## config.mk

```make
export PLATFORM = sky130hd
export DESIGN_NAME = trail_blitter_flat
export DESIGN_NICKNAME = d
export VERILOG_FILES = /design/src/rtl/trail_blitter_if.sv /design/src/rtl/trail_blitter.sv /design/src/flat_wrapper.sv
export SDC_FILE = /design/constraint.sdc
export NUM_CORES = 1
export LEC_CHECK = 0
export CAP_MARGIN = 5
export CORE_ASPECT_RATIO = 0.7
export CORE_MARGIN = 8
export CORE_UTILIZATION = 40
export DETAILED_ROUTE_END_ITERATION = 12
export SYNTH_ARGS = -nofsm -noshare
export SYNTH_HDL_FRONTEND = slang
export SYNTH_SLANG_ARGS = --single-unit
```

## constraint.sdc

```tcl
create_clock -name Clk -period 4.9 [get_ports Clk]
set_input_delay 0.98 -clock Clk [delete_from_list [all_inputs] [get_ports Clk]]
set_output_delay 0.98 -clock Clk [all_outputs]
set_load 0.01 [all_outputs]
```

## src/rtl/trail_blitter_if.sv

```systemverilog
// ---------------------------------------------------------------------------
// trail_blitter_if
// Memory-side bus of the trail blitter: a read port into the trail sprite ROM
// (one-cycle read latency) and a write port into the frame buffer.
//   rom_addr  : sprite ROM word address      (blitter -> ROM)
//   rom_data  : sprite ROM read data         (ROM -> blitter)
//   fb_addr   : frame-buffer word address    (blitter -> frame buffer)
//   fb_data   : frame-buffer write data      (blitter -> frame buffer)
//   fb_we     : frame-buffer write enable    (blitter -> frame buffer)
// The master modport is the blitter side; the slave modport is the memory side.
// ---------------------------------------------------------------------------
interface trail_blitter_if #(
    parameter int ADDR_W = 20,
    parameter int ROM_AW = 7
);
    logic [ROM_AW-1:0] rom_addr;
    logic [15:0]       rom_data;
    logic [ADDR_W-1:0] fb_addr;
    logic [15:0]       fb_data;
    logic              fb_we;

    modport master (
        output rom_addr,
        output fb_addr,
        output fb_data,
        output fb_we,
        input  rom_data
    );

    modport slave (
        input  rom_addr,
        input  fb_addr,
        input  fb_data,
        input  fb_we,
        output rom_data
    );
endinterface

```

## src/rtl/trail_blitter.sv

```systemverilog
// ---------------------------------------------------------------------------
// trail_blitter
// Watches the light-cycle positions of NUM_PLAYERS players and, whenever a
// player moves, copies a SPRITE_WORDS-word trail sprite (straight vertical,
// straight horizontal or corner) from the sprite ROM into the frame buffer at
// the player's grid position. One job per player can be queued; a newer move
// replaces a queued one and raises that player's sticky overrun flag.
//
// Ports
//   Clk, Reset   : clock, synchronous active-high reset
//   Game_State   : blitter runs only while this equals 3'b010
//   P_X, P_Y     : packed per-player grid coordinates, player 0 in the LSBs
//   P_dir        : packed per-player direction (00/01 vertical, 10/11 horiz.)
//   bus          : sprite ROM read port and frame-buffer write port
//   busy         : high whenever the sequencer is not idle
//   overrun      : sticky per-player "queued job was replaced" flags
// ---------------------------------------------------------------------------
module trail_blitter #(
    parameter int NUM_PLAYERS  = 2,
    parameter int COORD_W      = 8,
    parameter int SPRITE_WORDS = 16,
    parameter int ADDR_W       = 20,
    parameter int ROW_WORDS    = 1280,
    parameter int PIX_W        = 2,
    parameter int ORIGIN       = 0
) (
    input  logic                           Clk,
    input  logic                           Reset,
    input  logic [2:0]                     Game_State,
    input  logic [NUM_PLAYERS*COORD_W-1:0] P_X,
    input  logic [NUM_PLAYERS*COORD_W-1:0] P_Y,
    input  logic [NUM_PLAYERS*2-1:0]       P_dir,
    trail_blitter_if.master                bus,
    output logic                           busy,
    output logic [NUM_PLAYERS-1:0]         overrun
);

    localparam int ROM_AW = $clog2(NUM_PLAYERS*3*SPRITE_WORDS);
    localparam int CNT_W  = (SPRITE_WORDS > 1) ? $clog2(SPRITE_WORDS) : 1;
    localparam int PTR_W  = (NUM_PLAYERS > 1) ? $clog2(NUM_PLAYERS) : 1;
    localparam logic [2:0] GS_PLAY = 3'b010;

    typedef enum logic [2:0] {
        S_IDLE = 3'd0,
        S_ARB  = 3'd1,
        S_LOAD = 3'd2,
        S_COPY = 3'd3,
        S_DONE = 3'd4
    } state_t;

    state_t state_q, state_d;

    logic active;
    assign active = (Game_State == GS_PLAY);

    // primed_q is set when the previous cycle was active; the first active
    // cycle only loads the "old" position registers.
    logic primed_q, primed_d;

    logic [NUM_PLAYERS*COORD_W-1:0] old_x_q, old_x_d;
    logic [NUM_PLAYERS*COORD_W-1:0] old_y_q, old_y_d;
    logic [NUM_PLAYERS*2-1:0]       old_dir_q, old_dir_d;

    // Per-player queued job
    logic [NUM_PLAYERS-1:0]              pend_q, pend_d;
    logic [NUM_PLAYERS-1:0][1:0]         pkind_q, pkind_d;
    logic [NUM_PLAYERS-1:0][COORD_W-1:0] px_q, px_d;
    logic [NUM_PLAYERS-1:0][COORD_W-1:0] py_q, py_d;
    logic [NUM_PLAYERS-1:0]              ovr_q, ovr_d;

    // Job being copied
    logic [PTR_W-1:0]  sel_q, sel_d;
    logic [ADDR_W-1:0] base_q, base_d;
    logic [ROM_AW-1:0] spr_q, spr_d;
    logic [CNT_W-1:0]  cnt_q, cnt_d;
    logic [PTR_W-1:0]  rr_q, rr_d;

    // Output hold registers: the bus keeps its last address/data when idle
    logic [ADDR_W-1:0] fb_addr_q, fb_addr_d;
    logic [15:0]       fb_data_q, fb_data_d;
    logic [ROM_AW-1:0] rom_addr_q, rom_addr_d;

    // Per-player move detection and classification
    logic [NUM_PLAYERS-1:0][COORD_W-1:0] cur_x, cur_y, prev_x, prev_y;
    logic [NUM_PLAYERS-1:0][1:0]         cur_dir, prev_dir;
    logic [NUM_PLAYERS-1:0]              move;
    logic [NUM_PLAYERS-1:0][1:0]         kind_new;

    genvar gi;
    generate
        for (gi = 0; gi < NUM_PLAYERS; gi++) begin : g_player
            assign cur_x[gi]    = P_X[gi*COORD_W +: COORD_W];
            assign cur_y[gi]    = P_Y[gi*COORD_W +: COORD_W];
            assign cur_dir[gi]  = P_dir[gi*2 +: 2];
            assign prev_x[gi]   = old_x_q[gi*COORD_W +: COORD_W];
            assign prev_y[gi]   = old_y_q[gi*COORD_W +: COORD_W];
            assign prev_dir[gi] = old_dir_q[gi*2 +: 2];

            assign move[gi] = active && primed_q &&
                              ((cur_x[gi] != prev_x[gi]) || (cur_y[gi] != prev_y[gi]));

            // 2 = corner, 1 = vertical, 0 = horizontal
            assign kind_new[gi] = (cur_dir[gi] != prev_dir[gi]) ? 2'd2 :
                                  (cur_dir[gi][1] == 1'b0)      ? 2'd1 : 2'd0;
        end
    endgenerate

    // Round-robin arbiter: first pending player at or after rr_q
    logic             arb_found;
    logic [PTR_W-1:0] arb_sel;
    int               idx;

    always_comb begin
        arb_found = 1'b0;
        arb_sel   = '0;
        idx       = 0;
        for (int k = 0; k < NUM_PLAYERS; k++) begin
            idx = int'(rr_q) + k;
            if (idx >= NUM_PLAYERS) begin
                idx = idx - NUM_PLAYERS;
            end
            if (!arb_found && pend_q[PTR_W'(idx)]) begin
                arb_found = 1'b1;
                arb_sel   = PTR_W'(idx);
            end
        end
    end

    logic [NUM_PLAYERS-1:0] take;

    always_comb begin
        take = '0;
        if (state_q == S_ARB && arb_found) begin
            take[arb_sel] = 1'b1;
        end
    end

    // Frame-buffer and sprite base addresses for the job being selected
    logic [ADDR_W-1:0] sel_x_w, sel_y_w, base_calc;
    logic [ROM_AW-1:0] spr_calc;

    always_comb begin
        sel_x_w   = ADDR_W'(px_q[arb_sel]);
        sel_y_w   = ADDR_W'(py_q[arb_sel]);
        base_calc = (sel_x_w + ADDR_W'(ORIGIN)) * ADDR_W'(PIX_W)
                  + (sel_y_w + ADDR_W'(ORIGIN)) * ADDR_W'(ROW_WORDS);
        spr_calc  = ROM_AW'((int'(arb_sel) * 3 + int'(pkind_q[arb_sel])) * SPRITE_WORDS);
    end

    logic cnt_last;
    assign cnt_last = (cnt_q == CNT_W'(SPRITE_WORDS - 1));

    // ---------------- FSM: state register ----------------
    always_ff @(posedge Clk) begin
        if (Reset) begin
            state_q <= S_IDLE;
        end else begin
            state_q <= state_d;
        end
    end

    // ---------------- FSM: next state ----------------
    always_comb begin
        state_d = state_q;
        case (state_q)
            S_IDLE:  if (|pend_q) state_d = S_ARB;
            S_ARB:   state_d = arb_found ? S_LOAD : S_IDLE;
            S_LOAD:  state_d = S_COPY;
            S_COPY:  if (cnt_last) state_d = S_DONE;
            S_DONE:  state_d = S_IDLE;
            default: state_d = S_IDLE;
        endcase
        // Leaving play aborts whatever is in flight
        if (!active) begin
            state_d = S_IDLE;
        end
    end

    // ---------------- FSM: outputs ----------------
    always_comb begin
        busy         = (state_q != S_IDLE);
        overrun      = ovr_q;
        bus.fb_we    = (state_q == S_COPY);
        bus.fb_addr  = fb_addr_q;
        bus.fb_data  = fb_data_q;
        bus.rom_addr = rom_addr_q;
        case (state_q)
            S_LOAD: begin
                bus.rom_addr = spr_q;
            end
            S_COPY: begin
                bus.fb_addr  = base_q + ADDR_W'(cnt_q);
                bus.fb_data  = bus.rom_data;
                // Prefetch the next word so it arrives with the next write
                bus.rom_addr = spr_q + ROM_AW'(cnt_q) + ROM_AW'(1);
            end
            default: ;
        endcase
    end

    // ---------------- Datapath next state ----------------
    always_comb begin
        primed_d   = active;
        old_x_d    = active ? P_X   : old_x_q;
        old_y_d    = active ? P_Y   : old_y_q;
        old_dir_d  = active ? P_dir : old_dir_q;

        pend_d     = pend_q;
        pkind_d    = pkind_q;
        px_d       = px_q;
        py_d       = py_q;
        ovr_d      = ovr_q;

        sel_d      = sel_q;
        base_d     = base_q;
        spr_d      = spr_q;
        cnt_d      = cnt_q;
        rr_d       = rr_q;

        fb_addr_d  = bus.fb_addr;
        fb_data_d  = bus.fb_data;
        rom_addr_d = bus.rom_addr;

        for (int p = 0; p < NUM_PLAYERS; p++) begin
            if (!active) begin
                pend_d[p] = 1'b0;
            end else if (move[p]) begin
                // A move arriving while the same player is being taken in ARB
                // re-queues with the new data and does not count as overrun.
                if (pend_q[p] && !take[p]) begin
                    ovr_d[p] = 1'b1;
                end
                pend_d[p]  = 1'b1;
                pkind_d[p] = kind_new[p];
                px_d[p]    = cur_x[p];
                py_d[p]    = cur_y[p];
            end else if (take[p]) begin
                pend_d[p] = 1'b0;
            end
        end

        if (state_q == S_ARB && arb_found) begin
            sel_d  = arb_sel;
            base_d = base_calc;
            spr_d  = spr_calc;
        end

        if (state_q == S_LOAD) begin
            cnt_d = '0;
        end else if (state_q == S_COPY) begin
            cnt_d = cnt_q + CNT_W'(1);
        end

        if (state_q == S_DONE) begin
            if (int'(sel_q) == NUM_PLAYERS - 1) begin
                rr_d = '0;
            end else begin
                rr_d = sel_q + PTR_W'(1);
            end
        end
    end

    // ---------------- Datapath registers ----------------
    always_ff @(posedge Clk) begin
        if (Reset) begin
            primed_q   <= 1'b0;
            old_x_q    <= '0;
            old_y_q    <= '0;
            old_dir_q  <= '0;
            pend_q     <= '0;
            pkind_q    <= '0;
            px_q       <= '0;
            py_q       <= '0;
            ovr_q      <= '0;
            sel_q      <= '0;
            base_q     <= '0;
            spr_q      <= '0;
            cnt_q      <= '0;
            rr_q       <= '0;
            fb_addr_q  <= '0;
            fb_data_q  <= '0;
            rom_addr_q <= '0;
        end else begin
            primed_q   <= primed_d;
            old_x_q    <= old_x_d;
            old_y_q    <= old_y_d;
            old_dir_q  <= old_dir_d;
            pend_q     <= pend_d;
            pkind_q    <= pkind_d;
            px_q       <= px_d;
            py_q       <= py_d;
            ovr_q      <= ovr_d;
            sel_q      <= sel_d;
            base_q     <= base_d;
            spr_q      <= spr_d;
            cnt_q      <= cnt_d;
            rr_q       <= rr_d;
            fb_addr_q  <= fb_addr_d;
            fb_data_q  <= fb_data_d;
            rom_addr_q <= rom_addr_d;
        end
    end

endmodule
```

## src/flat_wrapper.sv

```systemverilog
// flat-port wrapper written by rule: the top's interface ports become plain ports
module trail_blitter_flat 
#(
    parameter int NUM_PLAYERS  = 2,
    parameter int COORD_W      = 8,
    parameter int SPRITE_WORDS = 16,
    parameter int ADDR_W       = 20,
    parameter int ROW_WORDS    = 1280,
    parameter int PIX_W        = 2,
    parameter int ORIGIN       = 0
)
  (Clk, Reset, Game_State, P_X, P_Y, P_dir, busy, overrun, bus_rom_addr, bus_fb_addr, bus_fb_data, bus_fb_we, bus_rom_data);
  trail_blitter_if #(.ADDR_W(ADDR_W)) bus_i ();
  input  logic Clk;
  input  logic Reset;
  input  logic [2:0] Game_State;
  input  logic [NUM_PLAYERS*COORD_W-1:0] P_X;
  input  logic [NUM_PLAYERS*COORD_W-1:0] P_Y;
  input  logic [NUM_PLAYERS*2-1:0] P_dir;
  output logic busy;
  output logic [NUM_PLAYERS-1:0] overrun;
  output wire logic [$bits(bus_i.rom_addr)-1:0] bus_rom_addr;
  output wire logic [$bits(bus_i.fb_addr)-1:0] bus_fb_addr;
  output wire logic [$bits(bus_i.fb_data)-1:0] bus_fb_data;
  output wire logic [$bits(bus_i.fb_we)-1:0] bus_fb_we;
  input wire logic [$bits(bus_i.rom_data)-1:0] bus_rom_data;
  assign bus_rom_addr = bus_i.rom_addr;
  assign bus_fb_addr = bus_i.fb_addr;
  assign bus_fb_data = bus_i.fb_data;
  assign bus_fb_we = bus_i.fb_we;
  assign bus_i.rom_data = bus_rom_data;
  trail_blitter #(.NUM_PLAYERS(NUM_PLAYERS), .COORD_W(COORD_W), .SPRITE_WORDS(SPRITE_WORDS), .ADDR_W(ADDR_W), .ROW_WORDS(ROW_WORDS), .PIX_W(PIX_W), .ORIGIN(ORIGIN)) u_core (.Clk(Clk), .Reset(Reset), .Game_State(Game_State), .P_X(P_X), .P_Y(P_Y), .P_dir(P_dir), .bus(bus_i), .busy(busy), .overrun(overrun));
endmodule
```

Word-level counts from Yosys, hierarchy flattened. Cells that the tools add are included.

Reductions and logical operators: 25. Equality and inequality tests: 14. $mul: 2. Add/subtract/negate cells: 10. Muxes and demuxes: 35. Order comparisons: 6. Bitwise gates (word level): 1.

Operators with widths (number): 2-to-1 mux 8 bit (4); != test 8 bit (4); adder 20 x 4 -> 20 bit (1); adder 9 x 20 -> 20 bit (1); 2-to-1 mux 20 bit (1); 2-to-1 mux 1 bit (18); 2-to-1 mux 16 bit (1); one-hot mux 7 bit (2 select lines) (1); 2-to-1 mux 2 bit (6); one-hot mux 3 bit (4 select lines) (1); multiplier 8 x 3 -> 11 bit, second input constant (1); == test 3 x 2 -> 1 bit, second input constant (3); logical AND 1 bit (8); adder 7 x 1 -> 7 bit, second input constant (1); adder 7 x 4 -> 7 bit (1); < comparator 1 x 3 -> 1 bit, second input constant (2); 2-to-1 mux 3 bit (2); AND reduction 2 bit (3); AND reduction 3 bit (2); OR reduction 2 bit (3); adder 4 x 1 -> 4 bit, second input constant (1); == test 4 bit, second input constant (1); != test 2 x 1 -> 1 bit, second input constant (2); != test 2 bit (2); 18 further kinds (23).

Register bits after elaboration: 152. Bits of input ports: 57. Logic and storage cells: 116. Output and inout port bits: 47.

Longest topological paths before layout. Gate-level depths: netlist (run 1).

Word-level depth: 17. Mapped depth: 12. Gate-level depth less buffers: 12.

Least setup slack after synthesis (run 1). OpenSTA, ideal clock, no wires.

Path type: reg2reg. Start point: register u_core.pend_q[0]. End point: register u_core.base_q[17]. Stages on the path, launching flop included: 13. Slack: 1787 ps. Arrival time: 3028 ps. Clock period less this slack: 3113 ps. Data required time: 4814 ps. Cells stage by stage: dfxtp_1 > nand2_4 > buf_1 > mux2_2 > ha_1 > ha_1 > fa_1 > a211oi_1 > nor2_1 > xor2_1 > nand4_1 > xor2_1 > a211oi_1.

Longest elaborated chain between the ends: 10. Elaborated cells on any way between the ends: 17. Classes of those cells: 1 x add/sub; 1 x mul; 12 x mux; 3 x reduce/logical.

Ends and longest elaborated chain: from (decl) (line trail_blitter.sv:65) `logic [NUM_PLAYERS-1:0] pend_q, pend_d;`; from (signal assigned) (line trail_blitter.sv:288) `pend_q <= pend_d;`; 2-to-1 mux 1 bit (not written as such) (2 in a row) (line trail_blitter.sv:122) `if (!arb_found && pend_q[PTR_W'(idx)]) begin`; 2-to-1 mux 1 bit (line trail_blitter.sv:122); zero test 1 bit (line trail_blitter.sv:122); logical AND 1 bit (line trail_blitter.sv:122); 2-to-1 mux 1 bit (line trail_blitter.sv:122); 2-to-1 mux 8 bit (not written as such) (2 in a row) (line trail_blitter.sv:144) `sel_y_w = ADDR_W'(py_q[arb_sel]);`; multiplier 8 x 3 -> 11 bit (line trail_blitter.sv:146) `+ (sel_y_w + ADDR_W'(ORIGIN)) * ADDR_W'(ROW_WORDS);`; adder 9 x 20 -> 20 bit (line trail_blitter.sv:146); to (signal assigned) (line trail_blitter.sv:294) `base_q <= base_d;`; to (decl) (line trail_blitter.sv:73) `logic [ADDR_W-1:0] base_q, base_d;`.

Several ways; a longest one is shown, not always the timed one. The select of a mux whose other input is x is not followed. A chain may end at the register's enable or synchronous reset.

Worst setup path after layout (run 1).
Start point: register u_core.cnt_q[2]. End point: output port bus_fb_addr[11].

Longest elaborated chain between the ends: 2.

Ends and longest elaborated chain: from (decl) (line trail_blitter.sv:75) `logic [CNT_W-1:0] cnt_q, cnt_d;`; from (signal assigned) (line trail_blitter.sv:296) `cnt_q <= cnt_d;`; adder 20 x 4 -> 20 bit (line trail_blitter.sv:192) `bus.fb_addr = base_q + ADDR_W'(cnt_q);`; 2-to-1 mux 20 bit (line trail_blitter.sv:187) `case (state_q)`; to (decl) (line flat_wrapper.sv:23) `output wire logic [$bits(bus_i.fb_addr)-1:0] bus_fb_addr;`.

Every way passes these cells.

==> reports/metrics.cfg, run 1 <==
[timing]
rsz0062_at_grt = false
period_share_pct = 81.89
min_period_ps = 4012
setup_slack_ps = 887.5
tightestPinTransition_ps = 1022
finClkSkew_ps = 10.28
finalHoldViolations = 0
max_slew_margin_pct = 31.87
hold_slack_ps = 460.6
timing.fmax_ghz = 0.2492
finalSetupViolCount = 0
finalMaxSlewViolations = 0
fin_tns_setup_ps = 0

[job]
drv_cap = 0

[yosys]
synth_area_sq_um = 7005
synth-edff-count = 0
yosysWarnings = 0
synth.distinct_cells = 53
ys_seq_area_share_pct = 43.15
async_flop_share_pct = 0
postSynthAreaPerCell_sq_um = 8.420
synth.top_cells.by_count = nand2_1 (176), dfxtp_1 (151), nor2_1 (85), a21oi_1 (74), xor2_1 (52)
syn-instance-count = 832
synth_seq_cells = 151
synth_top_cell_area_share_pct = 43.15
synth_nets = 905
synthTopCellsByArea = dfxtp_1 (43%), nand2_1 (9.4%), mux2i_1 (6.7%)
synth_top_area_cell = dfxtp_1
synth_ff_type = dfxtp_1
yosysMostFrequentCell = nand2_1

[die]
rows = 40
io_pins = 104
die_x_microns = 174.2
coreArea_sq_um = 17170
die_h_microns = 126.7
die_area_sq_um = 22070
start_util_pct = 40.81

[clocking]
cts_hold_buf = 0
cts-resized-gates = 0
cts_tree = done
cts_buffers = 17
clock_latency_ps = 430
htreeDepth = 4
clock-root-buffer = clkbuf_16
clock_path_buffers = 2
post_cts_buffers = 0
clk_pin_slew_ps = 60
clkSinkCount = 151

[worst_setup_path]
path_class = register to output port
rr_worst_depth = 10
crit_fanout = 8
crit_path_start_kind = register
reg2reg_setup_slack_ps = 1160
crit_required_ps = 3920
regToRegEndpoint = u_core.base_q[18]$_SDFFE_PP0P_
worstPathArrival_ps = 3030
rr_startpoint = u_core.rr_q$_SDFFE_PP0N_
critPathCaptureType = output port

[route]
wire_per_inst_microns = 14.95
drcViolationCount = 0
drt-total-wl_mm = 17.33
vias = 5662
drt_iter0_drc = 320
firstDrtPassIters = 4
drtAntennaViolNets = 0
drt-vias-per-instance = 4.885

[placed_design]
port_buffers = 103
place_area_sq_um = 8208
pre_cts_ws_ps = 1145
gp_congestion = 0.7610
dpl.hpwl_mm = 12.44

[cells_and_area]
final_area_sq_um = 8815
diodes = 0
regArea_sq_um = 3023
multi_input_area_sq_um = 3750
drive_gt1_share_pct = 6.250
syn2layout_area_growth_pct = 25.83
nNetsFinal = 988
nFillCells = 1695

[min_path]
hold_path_end = u_core.sel_q$_SDFFE_PP0P_
hp-class = register to register
whs_path_depth = 2
min_from = u_core.sel_q$_SDFFE_PP0P_

[run_status]
status = finished, final reports clean

[grt]
grt_usage_pct = 15.81
grt_pass1_vias = 5438
antenna_found_initial = 0
grt_max_degree = 96
overflow = 0
grt_pass1_wl_mm = 28.28

[pwr]
power_uw = 2735
ir_worst_vdd_mv = 0.1680
p_per_area_nw_per_um2 = 310.3
leakage_uw = 0.003563

-- worst max path at each step --
stage	startpoint	to	slack, ps	cells after the start
floorplan	u_core.pend_q[0]$_SDFFE_PP0P_	u_core.base_q[17]$_SDFFE_PP0P_	1790	12
global placement	P_X[10]	u_core.py_q[14]$_SDFFE_PP0P_	1160	8
detailed placement	u_core.rr_q$_SDFFE_PP0N_	u_core.base_q[18]$_SDFFE_PP0P_	1150	10
CTS	u_core.cnt_q[2]$_SDFFE_PP0P_	bus_fb_addr[11]	840	7
global route	u_core.cnt_q[2]$_SDFFE_PP0P_	bus_fb_addr[15]	650	9
finish	u_core.cnt_q[2]$_SDFFE_PP0P_	bus_fb_addr[11]	890	7
-- registers in the layout, indices dropped and copies added (netlist names), 7 cells and up --
name / cells
u_core.py_q: 16
u_core.rom_addr_q: 7
u_core.px_q: 16
u_core.fb_data_q: 16
u_core.old_x_q: 16
u_core.base_q: 19
u_core.old_y_q: 16
u_core.fb_addr_q: 20
-- routing by layer --
metal  track usage (%)  vias to the layer above  share of wire (%)
met3             3.379                       18                4.5
met5                 0                        -                  0
met2             23.68                       87                 43
met1             22.11                     2600                 52
li1                  -                     2957                  -
met4             5.414                        0                1.1
-- cells in the final DEF (no fill, tap or decap), types with 4 or more instances in the layout --
cell,netlist,layout
nor4_1,9,9
o21ai_0,24,24
nor2b_1,20,20
buf_4,1,8
nor2_1,85,85
nor3_1,6,6
xnor2_1,20,20
nand3_1,13,13
inv_1,11,11
nand4_1,8,8
ha_1,13,13
dfxtp_1,151,151
or3_1,4,4
clkbuf_16,0,17
clkdlybuf4s50_1,0,102
a21oi_1,74,74
a211oi_1,21,21
mux2i_1,47,47
xor2_1,52,52
nand2_1,176,176
-- power breakdown --
| group | leakage (uW) | switching [uW] | internal, uW | total [uW] |
|---|---|---|---|---|
| Combinational | 0.00205 | 68.8 | 63.8 | 133 |
| Sequential | 0.00122 | 7.10 | 1240 | 1250 |
| Clock | 0.000295 | 525 | 832 | 1360 |
| Total | 0.00356 | 601 | 2130 | 2740 |
-- per-stage QoR --
step	utilization, %	std cells
global route	51.35	1159
CTS	51.35	1159
floorplan	-	832
finish	51.35	1159
detailed placement	47.81	1127
global placement	47.81	1127
-- cell type report --
| cell class | count | area share (%) |
|---|---|---|
| Clock inverter | 10 | 1.618 |
| Multi-Input combinational cell | 622 | 42.54 |
| Timing Repair Buffer | 111 | 12.49 |
| Clock buffer | 22 | 5.266 |
| Inverter | 12 | 0.5110 |
| Tap cell | 231 | 3.279 |
| Sequential cell | 151 | 34.29 |
-- worst max-delay path, cell delays in order, from the launching register on --
cell and delay, ps:
dfxtp_1 470, inv_1 130, fa_1 470, nor2b_1 180
o211ai_1 230, or3_1 370, a31oi_1 200, clkdlybuf4s50_1 560
-- kinds of logic (layout without fill, tap and decap cells) --
family / after synthesis / in the layout / share of synthesized area, %
AOI/OAI and AO/OA: 139 / 139 / 11.65
xor gates and xnor gates: 72 / 72 / 9.002
adders and majority gates: 16 / 16 / 3.179
buffers and inverters: 59 / 155 / 3.483
DFF: 151 / 151 / 43.15
muxes: 53 / 53 / 7.751
and+or+nand+nor: 342 / 342 / 21.79
No activity file was read; power rests on OpenSTA's default activity.
==> inputs of run 2 (changes only) <==
Clock period 4.9 ns to 4.2 ns, I/O delays scaled along.
==> run 2 against run 1 <==
Compared with the run above: first-iteration DRC count rose by 21%; sequential share of layout area fell by 0.23 points; cell count rose by 0.35%; design area rose by 0.67%; hold slack improved by 2.0 ps; register-to-register slack got worse by 230 ps; sequential power rose by 16%; power rose by 20%; sequential cell count did not move; highest routed layer unchanged; non-clock buffer count rose by 4.
==> reports/metrics.cfg, run 2 (synthesis results as in run 1) <==
[grt]
grt_pass1_vias = 5356
grt_usage_pct = 15.61
antenna_found_initial = 0
grt_max_degree = 82
grt_pass1_wl_mm = 28.01
overflow = 0

[worst_setup_path]
rr_worst_depth = 12
endpoint = bus_fb_addr[11]
worstPathArrival_ps = 3070
rr_startpoint = u_core.pend_q[0]$_SDFFE_PP0P_
crit_required_ps = 3360
critical_path.startpoint = u_core.cnt_q[2]$_SDFFE_PP0P_
crit_fanout = 8
crit_path_start_kind = register
critPathCaptureType = output port
reg2reg_setup_slack_ps = 930
regToRegEndpoint = u_core.base_q[17]$_SDFFE_PP0P_
path_class = register to output port

[die]
die_area_sq_um = 22070
coreArea_sq_um = 17170
die_h_microns = 126.7
start_util_pct = 40.81
die_x_microns = 174.2
io_pins = 104
rows = 40

[placed_design]
dp_cells = 1131
dpl.hpwl_mm = 12.48
pre_cts_ws_ps = 755.3
place_area_sq_um = 8225
port_buffers = 103
gp_congestion = 0.7671

[cells_and_area]
final_area_sq_um = 8874
syn2layout_area_growth_pct = 26.67
drive_gt1_share_pct = 6.974
nFillCells = 1654
largest_register_ff_count = 20
final_cell_mix = nand2_1 (176), dfxtp_1 (151), clkdlybuf4s50_1 (102), nor2_1 (85), a21oi_1 (74)
max_flop_register = u_core.fb_addr_q
diodes = 0
largestRegisters = u_core.fb_addr_q x20, u_core.base_q x19
finalNonFillerCells = 1163
nNetsFinal = 992
final_common_cell = nand2_1

[clocking]
cts_hold_buf = 0
clock_path_buffers = 2
cts-resized-gates = 0
clk_pin_slew_ps = 60
cts_buffers = 17
clock-root-buffer = clkbuf_16
htreeDepth = 4
clkSinkCount = 151
clock_latency_ps = 420
post_cts_buffers = 0
cts_tree = done

[route]
drt-met1-wl_mm = 8.897
wire_per_inst_microns = 14.73
drcViolationCount = 0
drt-total-wl_mm = 17.13
drt-vias-per-instance = 4.870
firstDrtPassIters = 4
vias = 5664
top_layer = met4
drt_iter0_drc = 386
drtAntennaViolNets = 0
wl_met2_mm = 7.320
wl_met3_microns = 806

[timing]
finalSetupViolCount = 0
period_share_pct = 93.16
finalMaxSlewViolations = 0
min_period_ps = 3913
timing.fmax_ghz = 0.2556
finClkSkew_ps = 12.28
setup_slack_ps = 287.2
rsz0062_at_grt = false
finalHoldViolations = 0
tightestPinTransition_ps = 860.4
max_slew_margin_pct = 42.64
fin_tns_setup_ps = 0

[pwr]
p_per_area_nw_per_um2 = 370.7
ir_worst_vdd_mv = 0.1666
leakage_uw = 0.003604

[run_status]
status = finished, final reports clean

[job]
drv_cap = 0

[min_path]
hp-class = register to register

run 2: through the flow:
step	power (uW)	utilization, %	hold WS, ps
2_1_floorplan	1550	-	436.6
3_3_place_gp	1637	47.92	445.9
3_5_place_dp	1639	47.92	450.6
4_1_cts	3325	51.69	461.5
5_1_grt	3411	51.69	472.6
6_report	3290	51.69	462.6
run 2: worst max-delay path, stage by stage, from the launching register on:
cell and delay, ps:
dfxtp_1 480, inv_1 130, fa_1 480, nor2b_1 190, o211ai_1 240, or3_1 370, a31oi_1 190, clkdlybuf4s50_1 570
run 2: cell type report:
cell class	count	area, sq um	share of cell area [%]
clock buffers	17	425.4	4.794
inverters	12	45.04	0.5076
multi-input cells	622	3750	42.26
flip-flops and latches	151	3023	34.07
clock inverters	15	222.7	2.510
repair buffers	115	1119	12.61
well taps	231	289.0	3.257
run 2: per-layer routing:
layer,global-route usage [%],up-vias
met1,22.33,2603
met3,4.535,7
met5,0,-
li1,-,2970
met2,22.47,84
met4,3.960,0
run 2: worst min path at each step:
stage | from | to | slack (ps) | cells after the start
final | u_core.sel_q$_SDFFE_PP0P_ | u_core.sel_q$_SDFFE_PP0P_ | 460 | 2
after global routing | u_core.sel_q$_SDFFE_PP0P_ | u_core.sel_q$_SDFFE_PP0P_ | 470 | 2
after CTS | u_core.sel_q$_SDFFE_PP0P_ | u_core.sel_q$_SDFFE_PP0P_ | 460 | 2
after detailed placement | u_core.sel_q$_SDFFE_PP0P_ | u_core.sel_q$_SDFFE_PP0P_ | 450 | 2
after global placement | u_core.sel_q$_SDFFE_PP0P_ | u_core.sel_q$_SDFFE_PP0P_ | 450 | 2
after floorplan | u_core.sel_q$_SDFFE_PP0P_ | u_core.sel_q$_SDFFE_PP0P_ | 440 | 2
run 2: power breakdown:
part / leakage (uW) / total, uW / internal, uW / switching, uW
clock network: 0.000322 / 1680 / 1060 / 624
registers: 0.00122 / 1450 / 1450 / 8.34
logic: 0.00206 / 153 / 74.0 / 78.8
==> inputs of run 3 (changes only) <==
Settings changed: ABC_AREA set to 1, PLACE_DENSITY set to 0.65.
==> run 3 against run 2 <==
Compared with the run above: hold slack worse by 0.98 ps; area after synthesis increased by 4.8%; design area up 2.2%; via count rose by 16%; utilization decreased by 1.3 points; largest power group is now registers; maximum frequency rose by 3.2%.
==> reports/metrics.cfg, run 3 <==
[run_status]
status = finished, final reports clean

[die]
start_util_pct = 40.77
die_x_microns = 177.9
die_h_microns = 129.3
rows = 41
io_pins = 104
die_area_sq_um = 23010
coreArea_sq_um = 18010

[yosys]
synth_top_area_cell = dfxtp_1
async_flop_share_pct = 0
synth_top_cell_area_share_pct = 41.18
syn-instance-count = 1044
synthTopCellsByArea = dfxtp_1 (41%), nand2_1 (14%), a21oi_1 (7.9%)
synth_area_sq_um = 7341
yosysWarnings = 0
postSynthAreaPerCell_sq_um = 7.031
synth.distinct_cells = 39
synth-edff-count = 0
synth_ff_type = dfxtp_1
yosysMostFrequentCell = nand2_1
ys_seq_area_share_pct = 41.18
synth_seq_cells = 151
synth.top_cells.by_count = nand2_1 (268), dfxtp_1 (151), a21oi_1 (116), nor2_1 (103), inv_1 (95)
synth_nets = 1117

[grt]
grt_usage_pct = 16.14
grt_pass1_vias = 6393
grt_max_degree = 76
grt_pass1_wl_mm = 30.55
antenna_found_initial = 0
overflow = 0

[timing]
finClkSkew_ps = 8.559
period_share_pct = 90.31
rsz0062_at_grt = false
finalSetupViolCount = 0
fin_tns_setup_ps = 0
hold_slack_ps = 461.7
max_slew_margin_pct = 27.54
timing.fmax_ghz = 0.2636
min_period_ps = 3793
finalHoldViolations = 0
tightestPinTransition_ps = 1086
setup_slack_ps = 406.9
finalMaxSlewViolations = 0

[placed_design]
dpl.hpwl_mm = 12.98
port_buffers = 103
pre_cts_ws_ps = 862.0
gp_congestion = 0.8591

[cells_and_area]
largest_register_ff_count = 20
final_common_cell = nand2_1
final_cell_mix = nand2_1 (268), dfxtp_1 (151), a21oi_1 (116), nor2_1 (103), clkdlybuf4s50_1 (102)
largestRegisters = u_core.fb_addr_q x20, u_core.base_q x19
max_flop_register = u_core.fb_addr_q
drive_gt1_share_pct = 5.346
syn2layout_area_growth_pct = 23.57
nFillCells = 1769
diodes = 0
nNetsFinal = 1201

[worst_setup_path]
crit_fanout = 4
crit_required_ps = 3360
crit_path_start_kind = register
worstPathArrival_ps = 2950
slowest_delay_ps = 550
cp_common_cell = nand2_1
crit_slowest_cell = clkdlybuf4s50_1
cp_top_family = buffers and inverters
path_class = register to output port
cp_cell_sequence = ha_1 > inv_1 > fa_1 > o21ai_2 > nand3_1 > nor2_2 > nand2_1 > xnor2_1 > nand2_1 > nand2_1 > clkdlybuf4s50_1
critPathCaptureType = output port
reg2reg_setup_slack_ps = 1060
crit_buf_inv = 2

[pwr]
ir_worst_vdd_mv = 0.2466
leakage_uw = 0.003898
p_per_area_nw_per_um2 = 341.8
power_uw = 3101

[clocking]
cts-resized-gates = 0
clkSinkCount = 151
cts_hold_buf = 0
clk_pin_slew_ps = 60
cts_tree = done
post_cts_buffers = 0
clock_path_buffers = 2
htreeDepth = 4
cts_buffers = 17
clock-root-buffer = clkbuf_16
clock_latency_ps = 430

[route]
vias = 6584
drt_iter0_drc = 369
drtAntennaViolNets = 0
drcViolationCount = 0
wire_per_inst_microns = 13.04
firstDrtPassIters = 5
drt-total-wl_mm = 17.95
drt-vias-per-instance = 4.781

[job]
drv_cap = 0

[min_path]
hp-class = register to register

==> run 3: cell count changes after synthesis, moves of 18 or more <==
cell	before	now
o21ai_0	24	65
nor2b_1	20	0
nand3_1	13	69
a21oi_1	74	116
inv_1	11	95
nor2_1	85	103
nand2_1	176	268
mux2i_1	47	4
a211oi_1	21	2
==> run 3: worst paths after layout <==
path / startpoint / endpoint / depth (start not counted)
max reg2reg: u_core.pend_q[0]$_SDFFE_PP0P_ / u_core.base_q[17]$_SDFFE_PP0P_ / 14
min reg2reg: u_core.overrun[0]$_SDFFE_PP0P_ / u_core.overrun[0]$_SDFFE_PP0P_ / 2
max: u_core.cnt_q[1]$_SDFFE_PP0P_ / bus_fb_addr[15] / 11
min: u_core.overrun[0]$_SDFFE_PP0P_ / u_core.overrun[0]$_SDFFE_PP0P_ / 2
==> run 3: cell type report <==
cell class	count	area (sq um)	share of cell area, %
Timing Repair Buffer	112	1094	12.06
Clock buffer	18	439.2	4.841
Sequential cell	151	3023	33.32
Multi-Input combinational cell	746	3716	40.97
Clock inverter	14	128.9	1.421
Tap cell	236	295.3	3.255
Inverter	100	375.4	4.138
==> run 3: cells by family (layout without fill, tap and decap cells) <==
kind of cell | count (synthesis) | in the layout | synth area share [%]
xor+xnor | 49 | 49 | 5.846
compound gates | 200 | 200 | 13.96
mux | 4 | 4 | 0.5454
buf+inv | 147 | 244 | 8.198
simple gates | 477 | 477 | 27.24
fa+ha+maj | 16 | 16 | 3.034
flops | 151 | 151 | 41.18
==> run 3: metrics by stage <==
stage / area [sq um] / util, % / instances
detailed placement: 8503 / 47.22 / 1345
finish: 9071 / 50.38 / 1377
global placement: 8503 / 47.22 / 1345
floorplan: 7341 / - / 1044
CTS: 9071 / 50.38 / 1377
global route: 9071 / 50.38 / 1377
==> run 3: worst reg2reg max path: cells and delay by family, from the launching register on <==
kind	cells	cell delay, ps
adder cells (fa/ha/maj)	2	790
AO/OA/AOI/OAI	1	140
multiplexers	1	470
buffers and inverters	2	120
AND/OR/NAND/NOR	7	1050
XOR/XNOR	1	130
flip-flops	1	340
==> run 3: report_power, final <==
part	switching [uW]	internal (uW)
combinational	87.8	83.7
sequential	12.4	1450
clock	633	832
==> run 3: layer usage <==
metal	vias to the layer above	track usage (%)	share of wire, %
li1	3524	-	-
met1	2966	22.77	52
met2	88	24.08	43
met3	6	4.243	4.5
met4	0	3.910	0.36
met5	-	0	0
